===== config.mk =====
export PLATFORM = sky130hd
export DESIGN_NAME = synapse_mac
export DESIGN_NICKNAME = d
export VERILOG_FILES = /design/src/rtl/synapse_mac.sv
export SDC_FILE = /design/constraint.sdc
export NUM_CORES = 1
export LEC_CHECK = 0
export BUFFER_PORTS_ARGS = -buffer_cell sky130_fd_sc_hd__buf_4
export CAP_MARGIN = 20
export CORE_MARGIN = 3
export CORE_UTILIZATION = 62
export DETAILED_ROUTE_END_ITERATION = 10
export PLACE_DENSITY_LB_ADDON = 0.3
export SYNTH_ARGS = -nofsm -noshare
export SYNTH_HDL_FRONTEND = slang
export SYNTH_SLANG_ARGS = --single-unit

===== constraint.sdc =====
create_clock -name iCLK -period 7.6 [get_ports iCLK]
set_input_delay 1.52 -clock iCLK [delete_from_list [all_inputs] [get_ports iCLK]]
set_output_delay 1.52 -clock iCLK [all_outputs]
set_load 0.03 [all_outputs]

===== src/rtl/synapse_mac.sv =====
// synapse_mac: time-multiplexed NC-neuron multiply-accumulate over an NP-element input vector.
// One input element per cycle, all accumulators updated in parallel, valid/ready on both sides.
module synapse_mac #(
    parameter int NP = 4,
    parameter int NC = 4,
    parameter int WD = 4,
    localparam int SW = $clog2(NP) + 1 + WD,
    localparam int AW = $clog2(NP * NC)
) (
    input  logic              iCLK,
    input  logic              iRST,
    input  logic              iValid_AS,
    output logic              oReady_AS,
    input  logic [NP*WD-1:0]  iData_AS,
    output logic              oValid_BS,
    input  logic              iReady_BS,
    output logic [NC*SW-1:0]  oData_BS,
    input  logic              iWe,
    input  logic [AW-1:0]     iWaddr,
    input  logic [WD-1:0]     iWdata
);
    localparam int FRAC = WD - 1;
    localparam int KW = (NP > 1) ? $clog2(NP) : 1;

    typedef enum logic [1:0] {IDLE, ACC, DONE} state_t;

    state_t                state, state_nxt;
    logic signed [WD-1:0]  x [NP];
    logic signed [WD-1:0]  w [NP*NC];
    logic signed [SW-1:0]  acc [NC];
    logic signed [SW-1:0]  acc_nxt [NC];
    logic signed [2*WD-1:0] prod [NC];
    logic [KW-1:0]         k;
    logic [NC*SW-1:0]      sums;
    logic                  accept, last;

    assign oReady_AS = (state == IDLE) || (state == DONE && iReady_BS);
    assign oValid_BS = state == DONE;
    assign oData_BS  = sums;
    assign accept    = iValid_AS && oReady_AS;
    assign last      = k == KW'(NP - 1);

    always_comb begin
        state_nxt = state;
        case (state)
            IDLE:    state_nxt = iValid_AS ? ACC : IDLE;
            ACC:     state_nxt = last ? DONE : ACC;
            DONE:    state_nxt = iReady_BS ? (iValid_AS ? ACC : IDLE) : DONE;
            default: state_nxt = IDLE;
        endcase
    end

    // The shifted product keeps the top WD+1 bits of the full product: floor toward -inf.
    always_comb begin
        for (int c = 0; c < NC; c++) begin
            prod[c]    = (2*WD)'(x[k]) * (2*WD)'(w[c*NP + int'(k)]);
            acc_nxt[c] = acc[c] + SW'($signed(prod[c][2*WD-1:FRAC]));
        end
    end

    always_ff @(posedge iCLK) begin
        if (iRST) begin
            state <= IDLE;
            k     <= '0;
            sums  <= '0;
            for (int p = 0; p < NP; p++) x[p] <= '0;
            for (int c = 0; c < NC; c++) acc[c] <= '0;
            for (int a = 0; a < NP*NC; a++) w[a] <= '0;
        end else begin
            state <= state_nxt;
            if (accept) begin
                for (int p = 0; p < NP; p++) x[p] <= iData_AS[p*WD +: WD];
                for (int c = 0; c < NC; c++) acc[c] <= '0;
                k <= '0;
            end else if (state == ACC) begin
                for (int c = 0; c < NC; c++) acc[c] <= acc_nxt[c];
                k <= k + KW'(1);
                if (last)
                    for (int c = 0; c < NC; c++) sums[c*SW +: SW] <= acc_nxt[c];
            end
            if (iWe && int'(iWaddr) < NP*NC)
                w[iWaddr] <= iWdata;
        end
    end
endmodule


==> impl_metrics.yaml <==
sta:
  fmax_mhz: 170
  skew_ps: 13.7
  grt_setup_unrepaired: "no"
  hold_viol: 0
  slew_headroom_pct: 37.3
  slew_viol_final: 0
  fin_crit_ps: 5870
  layout_worst_path_cycle_share_pct: 77.3
  tightest_slew_ps: 939
  finalSetupViolations: 0
  fin_setup_tns_ps: 0
setup_path:
  r2r_cells: 18
  rr_endpoint: "oData_BS[20]$_SDFFE_PP0P_"
  path_class: "reg2reg"
  cp-end-kind: "register"
  worstPathRequired_ps: 7870
  cp_max_fo: 9
  arrival_ps: 6150
  reg2reg_slack_ps: 1730
  cp-start-kind: "register"
min_path:
  hold_path.class: "reg2reg"
  min_from: "oData_BS[18]$_SDFFE_PP0P_"
  holdPathEnd: "oData_BS[18]$_SDFFE_PP0P_"
  hold_depth: 2
logic_synthesis:
  syn_area_per_cell_um2: 11.5
  syn_inst: 760
  synth-seq-cells: 142
  synth.distinct_cells: 37
  yosys_warnings: 0
  yosysSeqAreaShare_pct: 44.1
  ys_top_cells_by_count: "and2_1, edfxtp_1, ha_1"
  synth_area_leaders: "edfxtp_1, ha_1, dfxtp_1, fa_1, and2_1"
  synthArstFlopShare_pct: 0
  synth_ff_type: "edfxtp_1"
  synth_nets: 895
  synth_edf_count: 101
  synth.most_common_cell: "and2_1"
  syn_area_um2: 8740
  synth_top_cell_by_area: "edfxtp_1"
  synth_top_area_share_pct: 34.7
pwr:
  p_leak_nw: 4.27
  total_power_mw: 2.89
  p_per_area_nw_per_um2: 293
  ir_worst_vdd_v: 0.000211
clocking:
  cts_tree: "done"
  cts-root-buf: "clkbuf_16"
  cts_max_level: 4
  hold_buffers: 0
  clk_latency_ps: 440
  cts.sinks: 142
  clk_pin_slew_ps: 70
  cts_setup_buffers: 0
  cts_resized: 0
  ctsLongestPathBuffers: 2
  cts_made_buffers: 17
placement:
  postPlaceCellArea_um2: 9290
  hpwl_um: 12700
  io_buffers: 58
  place_congestion: 0.870
floorplan:
  design.core.area_um2: 13500
  die_w_um: 125
  initial_core_util_pct: 64.7
  ios: 59
  rows: 42
  die_area_um2: 15600
  die_h_um: 125
grt:
  grt_usage_pct: 23.5
  antenna_found_initial: 0
  grt_pass1_wl_um: 29100
  grt_max_degree: 53
  grt_pass1_vias: 5890
  grt-ovfl-total: 0
detailed_routing:
  avgRoutedWirePerCell_um: 17.5
  dr.pass1.iters: 5
  vias: 5687
  ant_nets: 0
  vias_per_cell: 5.68
  drc_errors: 0
  drt-initial-drc-count: 436
  wl_um: 17500
layout:
  area_growth_pct: 12.8
  fin_nets: 948
  design_area_um2: 9860
  n_antenna_cell: 0
  drive_gt1_share_pct: 14.9
  fill_cells: 899
  final_core_util_pct: 73.0
run_status:
  status: "complete, no violations"
job:
  maxCapViolCount: 0
[placed cells by master, fill, tap and decap left out, drive strengths merged]
master	count
a211o	1
a211oi	7
a21o	16
a21oi	48
and2	111
buf	59
bufinv	1
clkbuf	18
clkinv	5
clkinvlp	2
dfxtp	41
edfxtp	101
fa	40
ha	66
inv	57
mux4	20
nand2	53
nand2b	9
nand3	5
nand3b	7
nand4	1
nand4b	1
nor2	63
nor2b	2
nor3	4
o21ai	9
o21bai	12
o22ai	1
or2	16
or3	1
xnor2	34
xnor3	1
xor2	11
xor3	3
[critical path: stages (launching register included)]
cell and delay [ps]:
dfxtp_1 570, mux4_1 770, nand2b_1 230, fa_1 560, fa_1 440, fa_1 510, inv_1 40, ha_1 210
fa_1 400, a21o_1 170, a21oi_1 190, xnor3_2 420, ha_1 340, o21ai_0 90, o21bai_1 80, a21oi_1 240
xnor2_2 180, xnor2_1 170, a211oi_2 90
[report_power, final]
part | leakage (nW) | internal, mW | switching [mW]
Combinational | 2.65 | 0.523 | 0.648
Sequential | 1.35 | 0.893 | 0.0308
Clock | 0.270 | 0.455 | 0.343
[logic make-up (layout without fill, tap and decap cells)]
family	count (synthesis)	count (layout)	synth area share (%)
AND/OR/NAND/NOR	273	273	16.3
flip-flops	142	142	44.1
adder cells (fa/ha/maj)	106	106	18.6
AO/OA/AOI/OAI	94	94	6.50
buffers and inverters	76	142	3.38
XOR/XNOR	49	49	5.68
multiplexers	20	20	5.45
[how the worst max path moves through the flow]
| stage | start | endpoint | slack (ps) | depth (start not counted) |
|---|---|---|---|---|
| after CTS | register | oData_BS[20]$_SDFFE_PP0P_ | 1700 | 18 |
| after global placement | register | oData_BS[20]$_SDFFE_PP0P_ | 1910 | 18 |
| after detailed placement | register | oData_BS[20]$_SDFFE_PP0P_ | 1750 | 18 |
| after global routing | k[0]$_SDFFE_PP0P_ | acc[1][6]$_SDFFCE_PN0P_ | 1380 | 18 |
| final | register | oData_BS[20]$_SDFFE_PP0P_ | 1730 | 18 |
| after floorplan | k[0]$_SDFFE_PP0P_ | oData_BS[20]$_SDFFE_PP0P_ | 2200 | 19 |
[registers in the layout, summed over array words and instances (netlist names), named ones only]
| signal | cells |
|---|---|
| oData_BS | 28 |
| acc | 28 |
| w | 64 |
| k | 2 |
| state | 2 |
| x | 16 |
[through the flow]
stage / instances / hold slack [ps] / worst slack [ps]
6_report: 1002 / 454 / 1730
4_1_cts: 1001 / 459 / 1700
5_1_grt: 1002 / 475 / 1380
2_1_floorplan: 760 / 441 / 2200
3_3_place_gp: 969 / 444 / 1910
3_5_place_dp: 969 / 450 / 1750
[layout make-up]
| type | count | area [µm²] | area share, % |
|---|---|---|---|
| well taps | 176 | 220 | 2.23 |
| clock buffers | 18 | 429 | 4.35 |
| multi-input cells | 542 | 4590 | 46.6 |
| repair buffers | 59 | 443 | 4.49 |
| flip-flops and latches | 142 | 3850 | 39.1 |
| inverters | 51 | 191 | 1.94 |
| clock inverters | 14 | 133 | 1.34 |
[layer usage]
layer	GRT usage [%]	routed length (µm)	part of all wire (%)	vias up
met3	4.97	790	4.5	38
li1	-	-	-	2706
met4	8.45	410	2.3	0
met5	0	0	0	-
met1	29.5	7460	43	2782
met2	40.4	8840	51	161
Note: power is estimated with default switching activity, not from simulation.
